==> config.mk <==
export PLATFORM = sky130hd
export DESIGN_NAME = axis_word_packer
export DESIGN_NICKNAME = d
export VERILOG_FILES = /design/src/rtl/axis_word_packer.sv
export SDC_FILE = /design/constraint.sdc
export NUM_CORES = 1
export LEC_CHECK = 0
export BUFFER_PORTS_ARGS = -buffer_cell sky130_fd_sc_hd__buf_2
export CORE_MARGIN = 3
export CORE_UTILIZATION = 50
export CTS_CLUSTER_SIZE = 12
export DETAILED_ROUTE_END_ITERATION = 10
export PLACE_DENSITY = 0.71
export SLEW_MARGIN = 10
export SYNTH_ARGS = -nofsm -noshare
export SYNTH_HDL_FRONTEND = slang
export SYNTH_SLANG_ARGS = --single-unit
==> constraint.sdc <==
create_clock -name clk -period 1.55 [get_ports clk]
set_input_delay 0.155 -clock clk [delete_from_list [all_inputs] [get_ports clk]]
set_output_delay 0.155 -clock clk [all_outputs]
set_load 0.05 [all_outputs]
==> src/rtl/axis_word_packer.sv <==
// ============================================================================
// axis_word_packer : packs RATIO narrow stream words into one wide word
// Revision: 1.0
// ============================================================================
`default_nettype none

module axis_word_packer #(
  parameter int DIN_WIDTH = 32,
  parameter int RATIO     = 4
) (
  input  logic                         clk,
  input  logic                         rst,
  input  logic [DIN_WIDTH-1:0]         din,
  input  logic                         din_valid,
  input  logic                         din_last,
  output logic                         din_ready,
  output logic [DIN_WIDTH*RATIO-1:0]   dout,
  output logic [RATIO-1:0]             dout_keep,
  output logic                         dout_last,
  output logic                         dout_valid,
  input  logic                         dout_ready
);

  localparam int DOUT_WIDTH = DIN_WIDTH * RATIO;
  localparam int CNT_W      = (RATIO > 1) ? $clog2(RATIO) : 1;

  logic [CNT_W-1:0]      cnt;
  logic [DOUT_WIDTH-1:0] acc;
  logic [RATIO-1:0]      mask;

  logic [DOUT_WIDTH-1:0] lane_data;
  logic [RATIO-1:0]      lane_keep;
  logic                  accept;
  logic                  complete;
  logic                  xfer;

  assign din_ready = !dout_valid || dout_ready;
  assign accept    = din_valid && din_ready;
  assign xfer      = dout_valid && dout_ready;
  assign complete  = accept && ((cnt == CNT_W'(RATIO - 1)) || din_last);

  // Steer the incoming word into its lane; other lanes stay zero so that
  // OR-ing into the accumulator never disturbs earlier lanes.
  for (genvar i = 0; i < RATIO; i++) begin : g_lane
    assign lane_keep[i] = (cnt == CNT_W'(i));
    assign lane_data[i*DIN_WIDTH +: DIN_WIDTH] = lane_keep[i] ? din : '0;
  end

  always_ff @(posedge clk) begin
    if (!rst) begin
      cnt        <= '0;
      acc        <= '0;
      mask       <= '0;
      dout       <= '0;
      dout_keep  <= '0;
      dout_last  <= 1'b0;
      dout_valid <= 1'b0;
    end else begin
      if (xfer) begin
        dout_valid <= 1'b0;
      end
      if (accept) begin
        if (complete) begin
          // Completion overrides the drain above: back-to-back words keep valid high.
          dout       <= acc | lane_data;
          dout_keep  <= mask | lane_keep;
          dout_last  <= din_last;
          dout_valid <= 1'b1;
          cnt        <= '0;
          acc        <= '0;
          mask       <= '0;
        end else begin
          acc  <= acc | lane_data;
          mask <= mask | lane_keep;
          cnt  <= cnt + CNT_W'(1);
        end
      end
    end
  end

endmodule

`default_nettype wire

==> results.yml <==
outcome:
  status: "complete, but fails checks"
  violations: "negative setup slack"
clock_network:
  cts-root-buf: "clkbuf_16"
  clk_path_buf_depth: 3
  tritoncts: "yes"
  cts_max_level: 1
  cts_inserted_buffers: 27
  clkLatencyLatePin_ps: 530
  cts.clk_slew.worst_paths_ps: 60
  numClockSinks: 268
routing:
  avgViaCountPerCell: 6.445
  drc: 0
  ant_nets: 0
  drt-initial-drc-count: 1255
  wirelength_um: 33380
  vias: 9552
  drt-wirelength-per-cell_um: 22.52
  drtPass1Iterations: 5
critical_path:
  worst_path_max_delay_cell: "dfxtp_4"
  path_buf_inv: 2
  endpoint_kind: "flop"
  path_cells: "ha_4, or2_4, buf_6, nand3_4, buf_8, mux2i_1"
  cp-start-kind: "flop"
  cp_slowest_stage_delay_ps: 370
  path_class: "reg -> reg"
  required_ps: 2010
  ff2ff_path_depth: 6
  critPathArrivalTime_ps: 2050
  crit_family: "simple AND/OR/NAND/NOR gates"
  critical_path.max_fanout: 7
  cp.depth: 6
die:
  die_area_um2: 22250
  core_um2: 19780
  rows: 51
  die_w_um: 149.2
  pin_count: 172
  die_y_um: 149.2
  initial_utilization_pct: 51.80
synthesis:
  async_reset_ff_share_pct: 0
  synth_top_flop_cell: "dfxtp_1"
  synth_edf_count: 0
  ys_seq_area_share_pct: 52.36
  ys_types: 28
  postSynthAreaPerCell_um2: 9.749
  yosys_warnings: 0
  yosys_register_bits: 268
  syn_area_um2: 10250
  syn_inst: 1051
  synth_fp_nets: 1092
placed_design:
  portBuffers: 171
  gp_congestion: 0.7642
  hpwl_um: 17900
global_routing:
  grt_pass1_vias: 8456
  grt_pass1_wl_um: 47380
  overflow: 0
  grt_usage_pct: 26.01
  antenna_found_initial: 0
  grt_max_degree: 70
timing:
  drv_slew: 0
  setup_viol: 8
  min_period_ps: 1597
  relSlewSlack_pct: 71.60
  fin_hold_ws_ps: 16.62
  final-hold-violation-count: 0
  fin_crit_sh_pct: 103.0
  fin_skew_ps: 10.59
  grt_setup_unrepaired: "true"
  fmax_mhz: 626.2
  worst_pin_slew_ps: 426.0
  finalSetupTns_ps: -161.2
  setup_slack_ps: -47.02
hold_path:
  holdPathStages: 3
  hold_class: "in -> reg"
finish:
  insertedDiodeCount: 0
  area_delta_synth_final_pct: 25.90
  post-route-util_pct: 65.21
  fin_nets: 1243
  drive_gt1_share_pct: 24.90
power_and_ir_drop:
  cellPowerDensity_nw_per_um2: 1250
  peakVddDrop_mv: 0.8443
  p_leak_uw: 0.006600
job:
  drv_cap: 0
## through the flow
| step | setup WS, ps | instance area, µm² | total power [µW] | instances |
|---|---|---|---|---|
| after CTS | -33.00 | 12440 | 15950 | 1468 |
| after global routing | -82.96 | 12900 | 16630 | 1482 |
| after floorplan | 47.33 | 10250 | 9282 | 1051 |
| final | -47.02 | 12900 | 16130 | 1482 |
| after detailed placement | -48.57 | 11250 | 9986 | 1396 |
| after global placement | 16.28 | 11250 | 9961 | 1396 |
## tightest hold or removal path, stage by stage
cell and delay, ps:
buf_2 160, a31oi_1 140, nor2_1 40
## where the power goes
part / internal [µW] / switching (µW)
registers: 7210 / 190
logic: 882 / 1930
clock network: 3340 / 2580
## metal layers
layer / routed length [µm] / global-route usage (%) / part of all wire (%)
met5: 0 / 0 / 0
met4: 859 / 5.492 / 2.6
met3: 3603 / 3.616 / 11
met2: 14050 / 37.00 / 42
met1: 14870 / 41.80 / 45
## placed cells by master (no fill, tap or decap), types with 4 or more instances in the layout
master         synthesis  final
buf_12                 0     15
buf_2                 56    168
buf_6                 16     10
dfxtp_1              268    265
a21oi_2                0      7
buf_16                 0      6
a31oi_2                0      6
and3_4                 0      4
nand4_1              129    129
nor2_1               100    100
o21ai_0                5      5
a31oi_1               97     91
clkbuf_16              0     36
dlygate4sd3_1          0     12
o211a_1              129    129
and3_1                33     29
a21oi_1              133    126
clkbuf_1              49     12
buf_4                  3     27
nand2_1                4      4
## final cells by class
cell class                      count  area, µm²
Multi-Input combinational cell    650       4317
Fill cell                        1634       6882
Timing Repair Buffer              251       2079
Clock inverter                      2      13.76
Inverter                            4      20.02
Clock buffer                       42      762.0
Sequential cell                   268       5376
Tap cell                          265      331.6
## sequential cells by signal, summed over array words and instances (netlist names)
register and flops:
acc 128, dout_keep 4, mask 4, dout_valid 1, dout 128, dout_last 1
cnt 2
## timing repair
| action | 4_1_cts | 5_1_grt |
|---|---|---|
| hold endpoints to repair | 21 | 0 |
| pin swaps | 3 | 9 |
| cloned | 5 | 15 |
| setup buffers | 11 | 1 |
| hold buffers | 12 | 0 |
| resized for setup | 19 | 37 |
| endpoints found under the setup margin | 162 | 266 |
## path summary, 6_finish.rpt
path,startpoint,endpoint,slack [ps]
setup reg to reg,cnt[1]$_SDFFE_PN0P_,dout_keep[0]$_SDFFE_PN0P_,-50
setup / recovery,cnt[1]$_SDFFE_PN0P_,dout_keep[0]$_SDFFE_PN0P_,-50
hold / removal,din[27],acc[27]$_SDFFE_PN0P_,20
hold reg to reg,acc[39]$_SDFFE_PN0P_,acc[39]$_SDFFE_PN0P_,470
## cells by family after synthesis
logic type,share of synthesized area (%)
DFF,52.36
buffers and inverters,6.839
and+or+nand+nor,14.46
muxes,0.2931
adders and majority gates,0.4885
AOI/OAI and AO/OA,25.56
## Yosys cell counts, drive strengths merged, types with 3 or more instances
cell	number	area (µm²)
clkbuf	49	183.9
o211a	129	1291
and3	33	206.5
dfxtp	268	5365
nand4	129	807.0
nor2	101	381.6
ha	4	50.05
and2	3	18.77
a21oi	133	665.6
a31oi	97	606.8
mux2i	3	30.03
nand2	4	15.01
nand3	3	20.02
buf	80	501.7
o21ai	5	25.02
inv	4	15.02
No activity file was read; power rests on OpenSTA's default activity.
